===== src/rtl/cordic_pkg.sv =====
// Shared types, default widths and angle constants for the CORDIC rotation pipeline.
package cordic_pkg;

    localparam int unsigned CORDIC_DW = 12;
    localparam int unsigned CORDIC_AW = CORDIC_DW;
    localparam int unsigned CORDIC_IW = CORDIC_DW - 2;

    typedef enum logic [1:0] {
        QUAD_NONE = 2'd0,
        QUAD_P90  = 2'd1,
        QUAD_M90  = 2'd2
    } quad_e;

    // Quarter turn (+90 degrees) in Q1.(aw-1), where 1.0 represents pi.
    function automatic int unsigned angle_quarter(input int unsigned aw);
        return 32'd1 << (aw - 32'd2);
    endfunction

endpackage


===== src/rtl/cordic_quad_map.sv =====
// Combinational quadrant decode and +/-90 degree x/y/angle pre-rotation.
// The quad_c port exists only when CORDIC_PREROT_QUAD_EN is defined.
module cordic_quad_map
    import cordic_pkg::*;
#(
    parameter int unsigned DW = CORDIC_DW,
    parameter int unsigned AW = CORDIC_AW,
    parameter int unsigned IW = CORDIC_IW
) (
    input  logic signed [IW-1:0] x_i,
    input  logic signed [IW-1:0] y_i,
    input  logic        [AW-1:0] a_i,
    output logic signed [DW-1:0] x_c,
    output logic signed [DW-1:0] y_c,
    output logic        [AW-1:0] a_c
`ifdef CORDIC_PREROT_QUAD_EN
    ,
    output quad_e                quad_c
`endif
);

    localparam logic [AW-1:0] QUARTER = AW'(angle_quarter(AW));

    logic signed [DW-1:0] xe;
    logic signed [DW-1:0] ye;
    logic        [1:0]    q;

    // Widen before negating so that -(-2^(IW-1)) is representable.
    assign xe = {{(DW-IW){x_i[IW-1]}}, x_i};
    assign ye = {{(DW-IW){y_i[IW-1]}}, y_i};
    assign q  = a_i[AW-1 -: 2];

    always_comb begin
        x_c = xe;
        y_c = ye;
        a_c = a_i;
        unique case (q)
            2'b01: begin
                x_c = -ye;
                y_c = xe;
                a_c = a_i - QUARTER;
            end
            2'b10: begin
                x_c = ye;
                y_c = -xe;
                a_c = a_i + QUARTER;
            end
            default: ;
        endcase
    end

`ifdef CORDIC_PREROT_QUAD_EN
    always_comb begin
        unique case (q)
            2'b01:   quad_c = QUAD_P90;
            2'b10:   quad_c = QUAD_M90;
            default: quad_c = QUAD_NONE;
        endcase
    end
`endif

endmodule


===== src/rtl/cordic_prerot.sv =====
// CORDIC front end: input sign extension, quadrant pre-rotation, registered output with skid entry.
// Optional quad_out port enabled by CORDIC_PREROT_QUAD_EN.
module cordic_prerot
    import cordic_pkg::*;
#(
    parameter int unsigned DW = CORDIC_DW,
    parameter int unsigned AW = DW,
    parameter int unsigned IW = DW - 2
) (
    input  logic                 clk,
    input  logic                 rst,
    input  logic                 in_valid,
    output logic                 in_ready,
    input  logic signed [IW-1:0] x_in,
    input  logic signed [IW-1:0] y_in,
    input  logic signed [AW-1:0] a_in,
    output logic                 out_valid,
    input  logic                 out_ready,
    output logic signed [DW-1:0] x_out,
    output logic signed [DW-1:0] y_out,
    output logic signed [AW-1:0] a_out
`ifdef CORDIC_PREROT_QUAD_EN
    ,
    output logic        [1:0]    quad_out
`endif
);

`ifdef CORDIC_PREROT_QUAD_EN
    localparam int unsigned PW = 2*DW + AW + 2;
`else
    localparam int unsigned PW = 2*DW + AW;
`endif

    logic signed [DW-1:0] x_map;
    logic signed [DW-1:0] y_map;
    logic        [AW-1:0] a_map;
    logic        [PW-1:0] beat_c;

    logic          out_valid_q, out_valid_d;
    logic [PW-1:0] out_q, out_d;
    logic          skid_valid_q, skid_valid_d;
    logic [PW-1:0] skid_q, skid_d;
    logic          in_ready_q, in_ready_d;
    logic          in_fire;

`ifdef CORDIC_PREROT_QUAD_EN
    quad_e quad_map;

    cordic_quad_map #(.DW(DW), .AW(AW), .IW(IW)) u_map (
        .x_i    (x_in),
        .y_i    (y_in),
        .a_i    (a_in),
        .x_c    (x_map),
        .y_c    (y_map),
        .a_c    (a_map),
        .quad_c (quad_map)
    );

    assign beat_c = {x_map, y_map, a_map, 2'(quad_map)};
`else
    cordic_quad_map #(.DW(DW), .AW(AW), .IW(IW)) u_map (
        .x_i (x_in),
        .y_i (y_in),
        .a_i (a_in),
        .x_c (x_map),
        .y_c (y_map),
        .a_c (a_map)
    );

    assign beat_c = {x_map, y_map, a_map};
`endif

    // Ready comes straight from a flop; reset only masks it, out_ready never reaches it.
    assign in_ready = in_ready_q & ~rst;
    assign in_fire  = in_valid & in_ready;

    // Output register refills from skid first, then from the input; otherwise skid catches the beat.
    always_comb begin
        out_valid_d  = out_valid_q;
        out_d        = out_q;
        skid_valid_d = skid_valid_q;
        skid_d       = skid_q;
        if (!out_valid_q || out_ready) begin
            if (skid_valid_q) begin
                out_valid_d  = 1'b1;
                out_d        = skid_q;
                skid_valid_d = 1'b0;
            end else if (in_fire) begin
                out_valid_d = 1'b1;
                out_d       = beat_c;
            end else begin
                out_valid_d = 1'b0;
            end
        end else if (in_fire) begin
            skid_valid_d = 1'b1;
            skid_d       = beat_c;
        end
        in_ready_d = ~skid_valid_d;
    end

    always_ff @(posedge clk) begin
        if (rst) begin
            out_valid_q  <= 1'b0;
            out_q        <= '0;
            skid_valid_q <= 1'b0;
            skid_q       <= '0;
            in_ready_q   <= 1'b1;
        end else begin
            out_valid_q  <= out_valid_d;
            out_q        <= out_d;
            skid_valid_q <= skid_valid_d;
            skid_q       <= skid_d;
            in_ready_q   <= in_ready_d;
        end
    end

    assign out_valid = out_valid_q;
    assign x_out     = out_q[PW-1 -: DW];
    assign y_out     = out_q[PW-DW-1 -: DW];
    assign a_out     = out_q[PW-2*DW-1 -: AW];
`ifdef CORDIC_PREROT_QUAD_EN
    assign quad_out  = out_q[1:0];
`endif

endmodule


===== config.mk =====
export PLATFORM = sky130hd
export DESIGN_NAME = cordic_prerot
export DESIGN_NICKNAME = d
export VERILOG_FILES = /design/src/rtl/cordic_pkg.sv /design/src/rtl/cordic_quad_map.sv /design/src/rtl/cordic_prerot.sv
export SDC_FILE = /design/constraint.sdc
export NUM_CORES = 1
export LEC_CHECK = 0
export CORE_ASPECT_RATIO = 1.4
export CORE_MARGIN = 2
export CORE_UTILIZATION = 56
export CTS_CLUSTER_DIAMETER = 120
export DETAILED_ROUTE_END_ITERATION = 8
export GPL_ROUTABILITY_DRIVEN = 0
export PLACE_DENSITY_LB_ADDON = 0.08
export SLEW_MARGIN = 20
export SYNTH_ARGS = -nofsm -noshare
export SYNTH_HDL_FRONTEND = slang
export SYNTH_SLANG_ARGS = --single-unit

===== constraint.sdc =====
create_clock -name clk -period 3.7 [get_ports clk]
set_clock_uncertainty 0.05 [all_clocks]
set_input_delay 0.555 -clock clk [delete_from_list [all_inputs] [get_ports clk]]
set_output_delay 0.555 -clock clk [all_outputs]
set_load 0.02 [all_outputs]

==> results of run 1 <==
## power groups by stage
| stage | registers, mW | clock network (mW) | logic (mW) |
|---|---|---|---|
| floorplan | 0.923 | 0 | 0.208 |
| global placement | 0.887 | 0 | 0.408 |
| detailed placement | 0.889 | 0 | 0.415 |
| CTS | 0.870 | 0.718 | 0.417 |
| global route | 0.874 | 0.754 | 0.454 |
| finish | 0.869 | 0.709 | 0.417 |
## area by class of cell
class                   count  area share (%)
multi-input cells         374           45.04
inverters                   9          0.6898
flip-flops and latches     75           30.68
clock buffers              12           3.168
repair buffers             84           16.50
clock inverters             4           1.482
well taps                  95           2.427
## synthesized netlist by cell type, drive strengths merged (2+ instances only)
| cell type | n |
|---|---|
| nor3b | 9 |
| a31oi | 6 |
| clkbuf | 24 |
| nor2 | 52 |
| o21bai | 2 |
| mux2 | 4 |
| o21ai | 16 |
| and2 | 2 |
| a21oi | 57 |
| o21a | 4 |
| o31ai | 3 |
| a21o | 9 |
| o31a | 7 |
| a211oi | 32 |
| nor3 | 16 |
| nand2b | 3 |
| nand3b | 6 |
| or3 | 10 |
| mux2i | 18 |
| o211ai | 3 |
| or4 | 4 |
| inv | 8 |
| nor4 | 4 |
| nand2 | 64 |
| nor2b | 12 |
| dfxtp | 75 |
| xor2 | 2 |
| nand3 | 10 |
| ha | 5 |
| and3b | 2 |
| a221oi | 3 |
| buf | 19 |
## worst paths after layout
| path | depth (start not counted) | startpoint | end | slack [ns] |
|---|---|---|---|---|
| setup reg to reg | 4 | skid_valid_q$_SDFF_PP0_ | out_q[33]$_SDFFE_PP0P_ | 1.59 |
| hold reg to reg | 2 | out_q[33]$_SDFFE_PP0P_ | out_q[33]$_SDFFE_PP0P_ | 0.40 |
| hold / removal | 2 | out_q[33]$_SDFFE_PP0P_ | out_q[33]$_SDFFE_PP0P_ | 0.40 |
| setup / recovery | 8 | a_in[10] | out_q[35]$_SDFFE_PP0P_ | 0.89 |
## worst register-to-register path, stage by stage (launching register included)
cell,delay (ns)
dfxtp_2,0.73
clkinv_1,0.64
o21ai_0,0.33
o21bai_1,0.14
a21oi_1,0.07
## stage by stage
stage               total power [mW]  util (%)  hold WS, ns  instance area [sq um]  cells
floorplan                      1.131         -       0.3822                   3918    501
global placement               1.294     67.76       0.3883                   4669    637
detailed placement             1.303     67.76       0.3940                   4669    637
CTS                            2.004     71.06       0.4028                   4897    653
global route                   2.082     71.06       0.4249                   4897    653
finish                         1.995     71.06       0.4016                   4897    653
## routing by layer
metal	vias to the layer above	GRT usage (%)	share of wire, %
met5	-	0	0
met2	102	45.88	50
li1	1887	-	-
met1	1749	31.01	42
met4	0	13.87	3.6
met3	24	5.767	4.3
## logic make-up (layout without fill, tap and decap cells)
family                   Yosys count  after routing
AND/OR/NAND/NOR                  198            198
AO/OA/AOI/OAI                    147            147
flip-flops                        75             75
buffers and inverters             52            109
multiplexers                      22             22
adder cells (fa/ha/maj)            5              5
XOR/XNOR                           2              2
## sequential cells by signal, indices dropped and copies added (netlist names)
name          cells
out_q            36
skid_q           36
in_ready_q        1
out_valid         1
skid_valid_q      1
==> results_dict.tcl, run 1 <==
set metrics [dict create \
    status "completed" \
    worst_path_largest_cell_delay_ns 0.58 \
    p_seq_share_pct 43.6 \
    slew_violations 0 \
    nets 594 \
    htree_levels 3 \
    drc 0 \
    crit_chain "clkdlybuf4s50_1, inv_1, ha_1, nor4_1, and3_1, a211oi_1, a211oi_1, nor3_1" \
    finalCritPeriodShare_pct 75.90 \
    crit_buf_inv 2 \
    wl_per_cell_um 15.24 \
    root_buffer "clkbuf_8" \
    async_flop_share_pct 0 \
    drtIter0Drc 237 \
    diodes 0 \
    ff_latch_area_sq_um 1503 \
    layout-drive-gt1-share_pct 6.810 \
    viasPerCell 5.761 \
    hold_path_class "register to register" \
    synth_area_leaders "dfxtp_1 (38%), a21oi_1 (7.3%), a211oi_1 (6.1%), nand2_1 (6.1%), nor2_1 (5.0%)" \
    synth.ff_latch_count 75 \
    routed_wl_um 9951 \
    synth_top_family_by_area "simple AND/OR/NAND/NOR gates" \
    yosys.area.top_type "dfxtp_1" \
    yosys.area_share.simple_pct 24.56 \
    critPathRequiredTime_ns 3.85 \
    syn2layout_area_growth_pct 25.01 \
    final_common_cell "dfxtp_1" \
    antenna_found_initial 0 \
    worst_slew_pin_slew_ns 0.9413 \
    rsz0062_at_grt "false" \
    synth_xor_area_share_pct 0.4471 \
    p_sw_share_pct 27.42 \
    clkPwrFrac_pct 35.5 \
    multi_input_area_sq_um 2206 \
    timing.final.ws_setup_ns 0.8916 \
    final_cell_mix "dfxtp_1 (74), clkdlybuf4s50_1 (72), nand2_1 (64)" \
    syn_area_sq_um 3918 \
    intPower_mw 1.448 \
    cts_resized 0 \
    slowest_stage "ha_1" \
    synth.distinct_cells 48 \
    crit_path_frequent_cell "a211oi_1" \
    synth_top_area_share_pct 38.33 \
    overflow 0 \
    cts_sinks 75 \
    synth-edff-count 0 \
    tritoncts "done" \
    numPortBuffers 73 \
    synth_fp_nets 542 \
    avgSynthCellArea_sq_um 7.819 \
    synth_compound_area_share_pct 23.86 \
    synth_top_flop_cell "dfxtp_1" \
    clkSlewWorstSetupHoldPaths_ns 0.07 \
    setup_violations 0 \
    maxCapViolations 0 \
    synthMuxAreaShare_pct 5.749 \
    clockBufferDepth 2 \
    critPathMaxFanout 26 \
    place_ws_ns 0.5401 \
    track_usage_pct 26.84 \
    setup.worst_path.start_class "input pin" \
    dr.pass1.iters 4 \
    p_per_area_nw_per_um2 407.4 \
    crit_arrival_ns 2.96 \
    pin_count 74 \
    hpwl_um 7018 \
    drtAntennaViolNets 0 \
    dieArea_sq_um 7690 \
    p_sw_mw 0.5472 \
    clock.fmax_mhz 356.1 \
    slew_headroom_pct 37.25 \
    cp-end-kind "register" \
    grt_pass1_vias 3426 \
    n_fill_cell 585 \
    start_util_pct 56.84 \
    min_period_ns 2.808 \
    grt_max_degree 76 \
    yosysWarnings 0 \
    grt_pass1_wl_um 15860 \
    core_sq_um 6892 \
    vias 3762 \
    die_y_um 103.0 \
    p_leak_nw 1.778 \
    max-vdd-ir-drop_mv 0.2658 \
    synthAdderAreaFrac_pct 1.597 \
    tns_ns 0 \
    critPathKind "input pin to register" \
    num_rows 36 \
    cts_setup_buffers 0 \
    hold_violations 0 \
    cpLargestDelayFamily "simple AND/OR/NAND/NOR gates" \
    comb_power_share_pct 20.9 \
    insertion_delay_ns 0.34 \
    die_w_um 74.69 \
    cts_buffers 9 \
    synth_cells 501 \
    hold_buffers 0 \
    yosysSeqAreaShare_pct 38.33 \
]
No activity file was read; power rests on OpenSTA's default activity.
==> inputs of run 2 (changes only) <==
- CORE_UTILIZATION: 56 -> 52
- clock period: 3.7 -> 2.75 ns (I/O delays scaled with it)
==> run 2 against run 1 <==
Against the previous run:
- sequential cell count did not move
- non-clock buffer count increased by 13
- worst setup slack worse by 0.47 ns
- cell area rose by 1.2%
- wire length up 2.0%
- global-route usage shrank 1.5 points
- worst hold slack got worse by 0.024 ns
- first-iteration DRC count down 2.5%
- sequential power increased by 35%
- sequential share of layout area shrank 0.36 points
- die area increased by 7.3%
- largest power group unchanged
==> results_dict.tcl, run 2 (synthesized netlist as in run 1, its figures left out) <==
set metrics [dict create \
    diodes 0 \
    reg2reg_setup_slack_ns 1.11 \
    syn2layout_area_growth_pct 26.48 \
    reg2reg_from "in_ready_q$_SDFF_PP1_" \
    p_per_area_nw_per_um2 499.4 \
    die_w_um 77.36 \
    track_usage_pct 25.29 \
    dp_cells 652 \
    layout-drive-gt1-share_pct 8.596 \
    hold_depth 2 \
    worst_slew_pin_slew_ns 0.5984 \
    vias 3805 \
    hpwl_um 7447 \
    nets 607 \
    status "completed" \
    die_y_um 106.7 \
    wl_per_cell_um 15.21 \
    n_fill_cell 687 \
    final_common_cell "dfxtp_1" \
    fin_util_pct 67.74 \
    largest_registers "out_q: 36 flops, skid_q: 36 flops" \
    root_buffer "clkbuf_8" \
    grt_max_degree 61 \
    rsz0062_at_grt "false" \
    pin_count 74 \
    overflow 0 \
    start_util_pct 53.56 \
    tns_ns 0 \
    slew_headroom_pct 60.11 \
    cts_setup_buffers 0 \
    core_sq_um 7315 \
    worstReg2RegEnd "out_q[13]$_SDFFE_PP0P_" \
    tritoncts "done" \
    final_cell_mix "dfxtp_1 (74), clkdlybuf4s50_1 (72), nand2_1 (64)" \
    clock.fmax_mhz 430.0 \
    antenna_found_initial 0 \
    num_rows 37 \
    hp-start "rst" \
    slew_violations 0 \
    r2r_cells 5 \
    drtAntennaViolNets 0 \
    numPortBuffers 73 \
    hold_violations 0 \
    finalCritPeriodShare_pct 84.57 \
    min_period_ns 2.326 \
    dr.pass1.iters 4 \
    dieArea_sq_um 8254 \
    crit_arrival_ns 2.55 \
    cts_buffers 9 \
    place_ws_ns 0.05361 \
    critPathRequiredTime_ns 2.98 \
    hold_path_class "input pin to register" \
    drtIter0Drc 231 \
    setup.worst_path.start_class "input pin" \
    setup_violations 0 \
    clkSlewWorstSetupHoldPaths_ns 0.07 \
    viasPerCell 5.705 \
    cts_resized 0 \
    max-vdd-ir-drop_mv 0.3431 \
    hold_buffers 0 \
    critPathKind "input pin to register" \
    cp-end-kind "register" \
    drc 0 \
    timing.final.ws_setup_ns 0.4244 \
    critPathMaxFanout 12 \
    grt_pass1_wl_um 16630 \
    routed_wl_um 10150 \
    clockBufferDepth 2 \
    multi_input_area_sq_um 2206 \
    htree_levels 3 \
    holdPathEnd "skid_q[10]$_SDFFE_PP0P_" \
    cts_sinks 75 \
    p_leak_nw 1.826 \
    insertion_delay_ns 0.35 \
    fin_cells 667 \
    grt_pass1_vias 3584 \
    ff_latch_area_sq_um 1503 \
    maxCapViolations 0 \
]
run 2: worst max path at each step:
stage	to	cells after the start	from	slack, ns
3_5_place_dp	skid_q[15]$_SDFFE_PP0P_	9	a_in[10]	0.05
6_report	skid_q[15]$_SDFFE_PP0P_	9	a_in[10]	0.42
3_3_place_gp	out_q[19]$_SDFFE_PP0P_	6	x_in[2]	0.14
5_1_grt	out_q[19]$_SDFFE_PP0P_	6	x_in[2]	0.24
2_1_floorplan	out_q[18]$_SDFFE_PP0P_	7	x_in[0]	0.80
4_1_cts	skid_q[15]$_SDFFE_PP0P_	9	a_in[10]	0.41
run 2: through the flow:
stage                     total power, mW  area, sq um  hold slack [ns]
after floorplan                     1.522         3918           0.3822
after global placement              1.764         4795           0.3877
after detailed placement            1.777         4795           0.3961
after CTS                           2.495         4955           0.3561
after global routing                2.595         4955           0.3949
final                               2.474         4955           0.3776
run 2: report_power, final:
| group | switching (mW) | total, mW | internal (mW) |
|---|---|---|---|
| combinational | 0.321 | 0.586 | 0.265 |
| sequential | 0.0281 | 1.17 | 1.14 |
| clock | 0.377 | 0.720 | 0.343 |
| total | 0.726 | 2.47 | 1.75 |
run 2: critical path: stages:
cell and delay [ns]:
clkdlybuf4s50_1 0.47, inv_1 0.09, ha_1 0.44, buf_4 0.23, nor3b_1 0.18, a211oi_1 0.08
buf_4 0.16, or3_1 0.35, a21oi_1 0.15
run 2: cell type report:
type | instances | share of cell area (%)
multi-input combinational | 374 | 44.52
clock inverter | 3 | 0.3030
tap | 97 | 2.449
inverter | 9 | 0.6818
sequential | 75 | 30.33
clock buffer | 12 | 2.929
timing repair buffer | 97 | 18.79
run 2: per-layer routing:
layer	wire length [um]	up-vias	track usage, %
li1	-	1911	-
met1	4237	1750	29.14
met2	5016	121	43.17
met3	448	23	3.956
met4	444	0	16.58
met5	0	-	0
